### config.mk
export PLATFORM = sky130hd
export DESIGN_NAME = bram_arbiter
export DESIGN_NICKNAME = d
export VERILOG_FILES = /design/src/rtl/bram_arbiter_pkg.sv /design/src/rtl/rr_arbiter_2.sv /design/src/rtl/bram_arbiter.sv
export SDC_FILE = /design/constraint.sdc
export NUM_CORES = 1
export LEC_CHECK = 0
export CORE_UTILIZATION = 40
export DETAILED_ROUTE_END_ITERATION = 6
export MAX_ROUTING_LAYER = met4
export PLACE_DENSITY = 0.86
export REMOVE_ABC_BUFFERS = 1
export SLEW_MARGIN = 25
export SYNTH_ARGS = -nofsm -noshare
export SYNTH_HDL_FRONTEND = slang
export SYNTH_SLANG_ARGS = --single-unit
### constraint.sdc
create_clock -name sys_clk -period 3.3 [get_ports sys_clk]
set_input_delay 0.66 -clock sys_clk [delete_from_list [all_inputs] [get_ports sys_clk]]
set_output_delay 0.66 -clock sys_clk [all_outputs]
set_load 0.01 [all_outputs]
### src/rtl/bram_arbiter_pkg.sv
// Shared state encoding, port ids and lane-count helper for the two-port BRAM arbiter.
package bram_arbiter_pkg;

   typedef enum logic [1:0] {
      ST_IDLE  = 2'd0,
      ST_ISSUE = 2'd1,
      ST_RESP  = 2'd2
   } state_t;

   localparam logic PORT_A = 1'b0;
   localparam logic PORT_B = 1'b1;

   function automatic int unsigned columns(input int unsigned data_w, input int unsigned col_w);
      return data_w / col_w;
   endfunction

endpackage

### src/rtl/rr_arbiter_2.sv
// Two-requester round-robin grant: a lone requester wins, a tie goes to the port not granted last.
module rr_arbiter_2
   import bram_arbiter_pkg::*;
(
   input  logic [1:0] i_req,
   input  logic       i_last_grant,
   output logic       o_grant_valid,
   output logic       o_grant_id
);

   always_comb begin
      o_grant_valid = |i_req;
      o_grant_id    = PORT_A;
      if (i_req == 2'b11) begin
         o_grant_id = ~i_last_grant;
      end else if (i_req[1]) begin
         o_grant_id = PORT_B;
      end
   end

endmodule

### src/rtl/bram_arbiter.sv
// Shares one byte-enable single-port BRAM between ports A and B; one access in flight,
// IDLE -> ISSUE -> RESP, with a one-cycle response pulse on the granted port.
module bram_arbiter
   import bram_arbiter_pkg::*;
#(
   parameter  int unsigned ADDRESS_BITWIDTH     = 16,
   parameter  int unsigned DATA_BITWIDTH        = 32,
   parameter  int unsigned DATA_COLUMN_BITWIDTH = 8,
   localparam int unsigned COLUMNS              = columns(DATA_BITWIDTH, DATA_COLUMN_BITWIDTH)
) (
   input  logic                        sys_clk,
   input  logic                        sys_rst_n,

   input  logic                        a_req_valid,
   output logic                        a_req_ready,
   input  logic [ADDRESS_BITWIDTH-1:0] a_req_addr,
   input  logic [COLUMNS-1:0]          a_req_wstrb,
   input  logic [DATA_BITWIDTH-1:0]    a_req_wdata,
   output logic                        a_rsp_valid,
   output logic [DATA_BITWIDTH-1:0]    a_rsp_data,

   input  logic                        b_req_valid,
   output logic                        b_req_ready,
   input  logic [ADDRESS_BITWIDTH-1:0] b_req_addr,
   input  logic [COLUMNS-1:0]          b_req_wstrb,
   input  logic [DATA_BITWIDTH-1:0]    b_req_wdata,
   output logic                        b_rsp_valid,
   output logic [DATA_BITWIDTH-1:0]    b_rsp_data,

   output logic [COLUMNS-1:0]          bram_write_enable,
   output logic [ADDRESS_BITWIDTH-1:0] bram_address,
   output logic [DATA_BITWIDTH-1:0]    bram_data_in,
   input  logic [DATA_BITWIDTH-1:0]    bram_data_out
);

   state_t                      r_state, w_state_next;
   logic                        r_last_grant, r_grant, r_is_write;
   logic [COLUMNS-1:0]          r_bram_we;
   logic [ADDRESS_BITWIDTH-1:0] r_bram_addr;
   logic [DATA_BITWIDTH-1:0]    r_bram_din;
   logic                        r_a_rsp_valid, r_b_rsp_valid;
   logic [DATA_BITWIDTH-1:0]    r_a_rsp_data, r_b_rsp_data;

   logic                        w_grant_valid, w_grant_id, w_idle, w_accept;
   logic [ADDRESS_BITWIDTH-1:0] w_sel_addr;
   logic [COLUMNS-1:0]          w_sel_wstrb;
   logic [DATA_BITWIDTH-1:0]    w_sel_wdata;

   rr_arbiter_2 u_rr (
      .i_req         ({b_req_valid, a_req_valid}),
      .i_last_grant  (r_last_grant),
      .o_grant_valid (w_grant_valid),
      .o_grant_id    (w_grant_id)
   );

   // Ready follows the grant, so only the winner sees a handshake; nothing is taken during reset.
   assign w_idle      = sys_rst_n && (r_state == ST_IDLE);
   assign w_accept    = w_idle && w_grant_valid;
   assign a_req_ready = w_accept && (w_grant_id == PORT_A);
   assign b_req_ready = w_accept && (w_grant_id == PORT_B);

   assign w_sel_addr  = (w_grant_id == PORT_B) ? b_req_addr  : a_req_addr;
   assign w_sel_wstrb = (w_grant_id == PORT_B) ? b_req_wstrb : a_req_wstrb;
   assign w_sel_wdata = (w_grant_id == PORT_B) ? b_req_wdata : a_req_wdata;

   always_ff @(posedge sys_clk) begin
      if (!sys_rst_n) begin
         r_state <= ST_IDLE;
      end else begin
         r_state <= w_state_next;
      end
   end

   always_comb begin
      w_state_next = r_state;
      unique case (r_state)
         ST_IDLE:  if (w_accept) w_state_next = ST_ISSUE;
         ST_ISSUE: w_state_next = ST_RESP;
         ST_RESP:  w_state_next = ST_IDLE;
         default:  w_state_next = ST_IDLE;
      endcase
   end

   always_ff @(posedge sys_clk) begin
      if (!sys_rst_n) begin
         r_last_grant  <= PORT_B;
         r_grant       <= PORT_A;
         r_is_write    <= 1'b0;
         r_bram_we     <= '0;
         r_bram_addr   <= '0;
         r_bram_din    <= '0;
         r_a_rsp_valid <= 1'b0;
         r_b_rsp_valid <= 1'b0;
         r_a_rsp_data  <= '0;
         r_b_rsp_data  <= '0;
      end else begin
         r_a_rsp_valid <= 1'b0;
         r_b_rsp_valid <= 1'b0;
         r_a_rsp_data  <= '0;
         r_b_rsp_data  <= '0;
         if (w_accept) begin
            r_grant     <= w_grant_id;
            r_is_write  <= |w_sel_wstrb;
            r_bram_we   <= w_sel_wstrb;
            r_bram_addr <= w_sel_addr;
            r_bram_din  <= w_sel_wdata;
         end
         if (r_state == ST_ISSUE) begin
            r_bram_we <= '0;
         end
         // BRAM read data is valid in RESP; register it into the response pulse.
         if (r_state == ST_RESP) begin
            r_last_grant <= r_grant;
            if (r_grant == PORT_A) begin
               r_a_rsp_valid <= 1'b1;
               r_a_rsp_data  <= r_is_write ? '0 : bram_data_out;
            end else begin
               r_b_rsp_valid <= 1'b1;
               r_b_rsp_data  <= r_is_write ? '0 : bram_data_out;
            end
         end
      end
   end

   assign bram_write_enable = r_bram_we;
   assign bram_address      = r_bram_addr;
   assign bram_data_in      = r_bram_din;
   assign a_rsp_valid       = r_a_rsp_valid;
   assign a_rsp_data        = r_a_rsp_data;
   assign b_rsp_valid       = r_b_rsp_valid;
   assign b_rsp_data        = r_b_rsp_data;

endmodule

Word level (Yosys, flattened, before mapping)
Cells that the tools add are included.
- bitwise operators: 4
- equal/unequal tests: 4
- muxes and demuxes: 10
- reduce and logical (&&, ||, !) cells: 11
- operators with widths (operator ; number):
    $mux W32 ; 2
    $mux W16 ; 1
    $eq A2 B2 Y1 const B ; 2
    $logic_and A1 B1 Y1 ; 4
    $mux W1 ; 4
    $mux W4 ; 1
    $not A1 Y1 ; 4
    $pmux W2 S2 ; 1
    $reduce_or A2 Y1 ; 2
    $reduce_or A4 Y1 ; 1
    $reduce_and A3 Y1 ; 1
    $reduce_or A3 Y1 ; 1
    $eq A2 B1 Y1 const B ; 1
    $logic_not A2 Y1 ; 1
    $mux W2 ; 1
    $ne A2 B2 Y1 const B ; 1
    $reduce_and A2 Y1 ; 1
- logic and storage cells: 40
- input bits: 140
- register bits: 123
- output and inout port bits: 120

Longest topological paths before layout
Gate-level depths: netlist of run 1.
- depth in word-level cells: 5
- gate-level depth with buffers: 6
- gate-level depth less buffers: 3

Cells and area by module
Synthesis of run 1 repeated with hierarchy kept, for this count alone.
- cell total of the unflattened synthesis: 429
- area, all modules: 4446.8 um^2
- modules (own cells, without submodules) (module ; cells an instance ; sequential area each (um^2) ; instances ; area an instance (um^2)):
    bram_arbiter ; 427 ; 2462.4 ; 1 ; 4433.0
    rr_arbiter_2 ; 2 ; 0.0 ; 1 ; 13.8

Worst setup path after synthesis of run 1
Ideal clock, no wire load.
- path kind: input to output
- from: in b_req_valid
- to: out b_req_ready
- setup slack: 1.032 ns
- path buffers: 2
- arrival time: 1.608 ns
- stages on the path: 5
- data required time: 2.640 ns
- cell sequence: a21bo_2 -> clkbuf_1 -> buf_2 -> or2_2 -> inv_1
- longest elaborated chain between the ends: 3
- ends and longest elaborated chain (element ; RTL line ; RTL):
    start, declared ; bram_arbiter.sv:22 ; input logic b_req_valid,
    $eq A2 B2 Y1 (tied with other cells) ; rr_arbiter_2.sv:14 ; if (i_req == 2'b11) begin
    $mux W1 or $logic_and A1 B1 Y1 (tied branches) ; rr_arbiter_2.sv:14, bram_arbiter.sv:58 ;
    $logic_and A1 B1 Y1 * ; bram_arbiter.sv:60 ; assign b_req_ready = w_accept && (w_grant_id == PORT_B);
    end, declared ; bram_arbiter.sv:23 ; output logic b_req_ready,
Every way passes the cells marked *; elsewhere a longest branch is shown, timed or not.

Worst setup path after layout of run 1
- from: in sys_rst_n
- to: out b_req_ready
- longest elaborated chain between the ends: 3
- ends and longest elaborated chain (element ; RTL line ; RTL):
    start, declared ; bram_arbiter.sv:12 ; input logic sys_rst_n,
    $logic_and A1 B1 Y1 ; bram_arbiter.sv:57 ; assign w_idle = sys_rst_n && (r_state == ST_IDLE);
    $logic_and A1 B1 Y1 ; bram_arbiter.sv:58 ; assign w_accept = w_idle && w_grant_valid;
    $logic_and A1 B1 Y1 ; bram_arbiter.sv:60 ;
No other way between the ends.

==> summary.md, run 1 <==
| Metric | Value |
|---|---|
| Outcome | complete, no violations |
| Cells after Synth | 438 |
| CTS resizes | 0 |
| Post-route antenna net violation count | 0 |
| Min Hold Slack | 0.486 ns |
| Total CTS buffers | 17 |
| PD cells | 529 nW/um^2 |
| Syn Area/Cell | 9.62 um^2 |
| Worst-path fanout max | 3 |
| Clock Latency Late Sink | 0.51 ns |
| Net Sw Power | 1010 uW |
| Post-Route WL | 14.6 mm |
| DP Area | 6910 um^2 |
| Hpwl dp | 10.2 mm |
| CTS Hold Bufs | 0 |
| WL met2 | 7.71 mm |
| Final setup fails | 0 |
| Leak | 0.00303 uW |
| Reg power frac | 40.8% |
| WP data required | 2.64 ns |
| TritonCTS clock tree | built |
| Wire length per cell | 17.4 um |
| Longest Clk Path Bufs | 2 |
| Final Hold Fails | 0 |
| Top layer in use | met4 |
| Crit path arrival time | 2.58 ns |
| FFs w/ async S/R, synth | 0% |
| Highest clock rate | 0.308 GHz |
| Clk pwr share | 44.5% |
| Register clock-pin slew on the reported worst setup and hold paths | 0.06 ns |
| Core area | 10300 um^2 |
| Die Wd | 105 um |
| First-pass GRT wire length | 22.8 mm |
| Period utilization | 98.3% |
| Hold Crit Class | flip-flop to flip-flop |
| Post-synthesis sequential area ratio | 58.4% |
| Crit Path Category | input pin to output port |
| Row count | 37 |
| Placer congestion estimate | 0.836 |
| Commonest non-fill, non-tap cell in the layout | clkdlybuf4s50_1 |
| Combinational share of power | 14.7% |
| Ys Warns | 0 |
| Vias in the first global route | 4258 |
| Max cap viols | 0 |
| Gr ovfl total | 0 |
| Total die area | 11000 um^2 |
| Diodes inserted | 0 |
| Period minus WS final | 3.24 ns |
| Die Ht | 105 um |
| Switching Share | 25.5% |
| Synthesized area | 4220 um^2 |
| Root Buffer | clkbuf_8 |
| Setup tns final | 0 ns |
| Int Pwr | 2950 uW |
| Post CTS Setup Buffer Count | 0 |
| Worst-margin pin slew | 0.951 ns |
| Seq cells post-synth | 123 |
| Largest net degree at the start of global routing | 54 |
| Drt via density | 4.96 |
| Skew final | 0.00975 ns |
| Post-route DRC | 0 |
| Initial antenna violation count | 0 |
| Main synth FF type | dfxtp_1 |
| Most frequent cells in the layout | clkdlybuf4s50_1, dfxtp_1, nor2_1 |
| CTS H-tree depth | 4 |
| Design area | 7480 um^2 |
| Maximum VDD drop | 0.468 mV |
| GRT Resource Usage Total | 27.6% |
| 1st-iter DRT viols | 282 |
| # IOs | 260 |
| RSZ-0062 raised after global routing | false |
| Met3 routed WL | 663 um |
| Number of synthesized flops with an enable pin | 0 |
| Starting Density | 41.0% |
| Startpoint Class | input pin |
| DR vias | 4171 |
| Area Overhead vs Synth | 77.4% |
| CP endpoint kind | output port |
| Max Transition Viols Final | 0 |
| PortBufs | 259 |
| Synth cell types | 26 |
| Slew headroom | 36.5% |
| Layout cells sized above 1 | 6.52% |
| Nets | 832 |
| First drt pass iteration count | 6 |
| Clock sinks | 123 |
| WL met1 | 5.80 mm |
[routing by layer]
| metal | global-route usage [%] | vias to the layer above |
|---|---|---|
| li1 | - | 1993 |
| met1 | 31.0 | 1972 |
| met2 | 47.6 | 171 |
| met3 | 5.24 | 35 |
| met4 | 12.2 | 0 |
| met5 | - | - |
[through the flow]
step	setup WS, ns	total power (uW)	cells	util, %
floorplan	-0.540	1840	406	-
CTS	0.0476	3970	841	72.8
finish	0.0567	3960	841	72.8
global route	0.00295	4100	841	72.8
global placement	0.100	2200	809	67.3
detailed placement	0.0527	2220	809	67.3
[worst paths after layout]
check | slack (ns) | startpoint | cells past startpoint | end
hold reg to reg | 0.49 | bram_address[15] | 1 | bram_address[15]
setup / recovery | 0.06 | sys_rst_n | 5 | b_req_ready
setup reg to reg | 1.31 | r_state[1] | 4 | bram_data_in[2]
hold / removal | 0.49 | bram_address[15] | 1 | bram_address[15]
[logic make-up after synthesis]
kind of cell	synth area share [%]
AO/OA/AOI/OAI	13.8
buffers and inverters	8.16
multiplexers	1.22
AND/OR/NAND/NOR	18.4
flip-flops	58.4
[critical path, stage by stage]
cell,delay (ns)
clkdlybuf4s50_1,0.48
or3b_2,0.51
or2_2,0.34
inv_1,0.06
clkdlybuf4s50_1,0.53
[synthesized netlist by cell type, drive strengths merged (2+ instances only)]
library cell | number | area share [%]
dfxtp | 123 | 58
nor2 | 67 | 6.0
inv | 54 | 4.8
nor3 | 52 | 6.3
a221o | 48 | 11
nand2b | 32 | 4.7
clkbuf | 22 | 2.0
buf | 10 | 1.4
a21oi | 7 | 0.83
a211oi | 4 | 0.71
mux2i | 4 | 0.95
nor2b | 2 | 0.30
o21ai | 2 | 0.24
or2 | 2 | 0.30
[registers in the layout, indices dropped and copies added (netlist names)]
register	flops
bram_data_in	32
a_rsp_valid	1
bram_write_enable	4
r_is_write	1
b_rsp_valid	1
r_last_grant	1
r_state	2
a_rsp_data	32
b_rsp_data	32
bram_address	16
r_grant	1
[cell type report]
cell class	count	area [um^2]
clock buffer	19	432
clock inverter	13	133
fill	752	2800
inverter	54	203
multi-input combinational	229	1430
sequential	123	2460
tap	136	170
timing repair buffer	267	2650
[power groups by stage]
| stage | sequential (uW) | clock, uW | combinational (uW) |
|---|---|---|---|
| after detailed placement | 1640 | 0 | 577 |
| after CTS | 1610 | 1780 | 584 |
| after global routing | 1620 | 1860 | 620 |
| after floorplan | 1660 | 0 | 175 |
| final | 1610 | 1760 | 582 |
| after global placement | 1640 | 0 | 565 |
No activity file was read; power rests on OpenSTA's default activity.
==> inputs of run 2 (changes only) <==
--- a/config.mk
+++ b/config.mk
@@ -5,10 +5,11 @@
 export SDC_FILE = /design/constraint.sdc
 export NUM_CORES = 1
 export LEC_CHECK = 0
-export CORE_UTILIZATION = 40
+export ABC_AREA = 0
+export CORE_UTILIZATION = 37
 export DETAILED_ROUTE_END_ITERATION = 6
 export MAX_ROUTING_LAYER = met4
-export PLACE_DENSITY = 0.86
+export PLACE_DENSITY = 0.8
 export REMOVE_ABC_BUFFERS = 1
 export SLEW_MARGIN = 25
 export SYNTH_ARGS = -nofsm -noshare
==> constraint.sdc (replaced) <==
create_clock -name sys_clk -period 3.1 [get_ports sys_clk]
set_input_delay 0.62 -clock sys_clk [delete_from_list [all_inputs] [get_ports sys_clk]]
set_output_delay 0.62 -clock sys_clk [all_outputs]
set_load 0.01 [all_outputs]
==> run 2 against run 1 <==
Critical path depth stayed put. Clock-buffer cell count increased by 4. Wire length decreased by 3.6%. Worst hold slack about the same. Sequential share of layout area shrank 0.30 points. First-iteration DRC count is 11% lower. Highest routed layer unchanged.
==> summary.md, run 2 (same netlist as run 1, synthesis figures left out) <==
| Metric | Value |
|---|---|
| Outcome | complete, no violations (unchanged) |
| Post-Route WL | 14.1 mm (was 14.6 mm) |
| Longest Clk Path Bufs | 2 (unchanged) |
| Highest clock rate | 0.328 GHz |
| Maximum VDD drop | 0.350 mV (was 0.468 mV) |
| Hold Crit Class | flip-flop to flip-flop (unchanged) |
| First drt pass iteration count | 4 (was 6) |
| Gr ovfl total | 0 (unchanged) |
| Post-route DRC | 0 (unchanged) |
| Worst-path fanout max | 5 (was 3) |
| Starting Density | 38.4% (was 41.0%) |
| Largest net degree at the start of global routing | 54 (unchanged) |
| Final Non-Filler Cells | 843 (was 841) |
| Skew final | 0.0135 ns (was 0.00975 ns) |
| Area Overhead vs Synth | 79.0% (was 77.4%) |
| Clock sinks | 123 (unchanged) |
| Vias in the first global route | 4190 (was 4258) |
| Row count | 38 (was 37) |
| PortBufs | 259 (unchanged) |
| Total die area | 11800 um^2 (was 11000 um^2) |
| Hpwl dp | 9.95 mm (was 10.2 mm) |
| Initial antenna violation count | 0 (unchanged) |
| Max cap viols | 0 (unchanged) |
| Layout cells sized above 1 | 6.12% (was 6.52%) |
| GRT Resource Usage Total | 24.9% (was 27.6%) |
| RSZ-0062 raised after global routing | false (unchanged) |
| Period minus WS final | 3.05 ns |
| Hold endpoint | bram_address[3] (was bram_address[15]) |
| Worst path slowest cell | clkdlybuf4s50_1 (unchanged) |
| Clock Latency Late Sink | 0.41 ns (was 0.51 ns) |
| Crit path arrival time | 2.43 ns (was 2.58 ns) |
| Crit path cell chain | clkdlybuf4s50_1 -> or3b_4 -> or2_2 -> inv_1 -> clkdlybuf4s50_1 (was clkdlybuf4s50_1 -> or3b_2 -> or2_2 -> inv_1 -> clkdlybuf4s50_1) |
| Crit Path Category | input pin to output port (unchanged) |
| WP data required | 2.48 ns (was 2.64 ns) |
| Leak | 0.00306 uW (was 0.00303 uW) |
| Final setup fails | 0 (unchanged) |
| Die Ht | 109 um (was 105 um) |
| Min-Delay Path Depth | 1 (unchanged) |
| Design area | 7550 um^2 (was 7480 um^2) |
| Post CTS Setup Buffer Count | 0 (unchanged) |
| Dpl cells | 813 (was 809) |
| Critical R2R Capture | bram_address[15] (was bram_data_in[2]) |
| Root Buffer | clkbuf_16 (was clkbuf_8) |
| # IOs | 260 (unchanged) |
| First-pass GRT wire length | 21.4 mm (was 22.8 mm) |
| Commonest non-fill, non-tap cell in the layout | clkdlybuf4s50_1 (unchanged) |
| TritonCTS clock tree | built (unchanged) |
| Total CTS buffers | 17 (unchanged) |
| Register clock-pin slew on the reported worst setup and hold paths | 0.05 ns (was 0.06 ns) |
| Worst slack, placed | -0.0538 ns (was 0.0527 ns) |
| Period utilization | 98.3% |
| Slowest stage delay, CP | 0.53 ns (about the same) |
| CTS Hold Bufs | 0 (unchanged) |
| Reg-to-Reg Start | r_state[1] (unchanged) |
| CTS H-tree depth | 4 (unchanged) |
| Post-route antenna net violation count | 0 (unchanged) |
| Nets | 832 (unchanged) |
| Max Transition Viols Final | 0 (unchanged) |
| Placer congestion estimate | 0.870 (was 0.836) |
| Core area | 11000 um^2 (was 10300 um^2) |
| Most used cell, CP | clkdlybuf4s50_1 (unchanged) |
| R2R depth | 4 (unchanged) |
| Power consumption | 4410 uW (was 3960 uW) |
| DR vias | 4110 (was 4171) |
| 1st-iter DRT viols | 251 (was 282) |
| Min-delay src | bram_address[3] (was bram_address[15]) |
| Final Worst Setup Slack | 0.0515 ns (was 0.0567 ns) |
| Final core occ | 68.7% (was 72.8%) |
| Wire length per cell | 16.7 um (was 17.4 um) |
| Fillers | 848 (was 752) |
| DP Area | 6920 um^2 (was 6910 um^2) |
| Worst-margin pin slew | 0.949 ns (was 0.951 ns) |
| PD cells | 585 nW/um^2 (was 529 nW/um^2) |
| Slew headroom | 36.6% (was 36.5%) |
| Most frequent cells in the layout | clkdlybuf4s50_1, dfxtp_1, nor2_1 (unchanged) |
| Drt via density | 4.88 (was 4.96) |
| CP endpoint kind | output port (unchanged) |
| Die Wd | 109 um (was 105 um) |
| Final Hold Fails | 0 (unchanged) |
| Startpoint Class | input pin (unchanged) |
| Reg-to-reg slack, setup | 1.23 ns (was 1.31 ns) |
| Diodes inserted | 0 (unchanged) |
==> run 2: cell types whose count changed in the layout (fill, tap and decap cells not counted), sizes merged <==
cell / before / now
inv: 60 / 54
clkbuf: 19 / 23
clkinv: 5 / 2
bufinv: 1 / 4
==> run 2: worst max-delay path, delay by kind of cell <==
kind / cells / cell delay [ns]
simple gates: 2 / 0.74
buf+inv: 3 / 1.06
==> run 2: per-layer routing <==
layer / wire length (um) / track usage, %
met2: 7230 / 40.9
met5: 0 / -
met3: 850 / 6.63
met1: 5400 / 26.8
met4: 583 / 15.3
==> run 2: what timing repair did <==
action,4_1_cts,5_1_grt
endpoints found under the hold margin,0,0
gates resized for setup,1,0
endpoints found under the setup margin,2,0
==> run 2: how the worst max path moves through the flow <==
| stage | to | cells after the start | slack (ns) | start |
|---|---|---|---|---|
| floorplan | a_req_ready | 2 | -0.66 | sys_rst_n |
| global placement | b_req_ready | 5 | -0.06 | sys_rst_n |
| detailed placement | b_req_ready | 5 | -0.05 | sys_rst_n |
| CTS | b_req_ready | 5 | 0.05 | sys_rst_n |
| global route | b_req_ready | 5 | 0.001 | sys_rst_n |
| finish | b_req_ready | 5 | 0.05 | sys_rst_n |
==> run 2: final cells by class <==
cell class / instances / area, um^2 / area share (%)
timing repair buffer: 267 / 2650 / 35.1
sequential: 123 / 2460 / 32.6
multi-input combinational: 229 / 1430 / 18.9
clock buffer: 23 / 488 / 6.47
inverter: 54 / 203 / 2.69
tap: 140 / 175 / 2.32
clock inverter: 7 / 138 / 1.82
==> run 2: per-stage QoR <==
step	TNS [ns]	hold WS (ns)
2_1_floorplan	-22.14	0.464
3_3_place_gp	-0.0672	0.470
3_5_place_dp	-0.0592	0.468
4_1_cts	0	0.487
5_1_grt	0	0.496
6_report	0	0.486
==> run 2: where the power goes <==
group | switching (uW) | internal, uW | total (uW)
Sequential | 55.9 | 1660 | 1720
Combinational | 242 | 376 | 618
Clock | 659 | 1420 | 2080
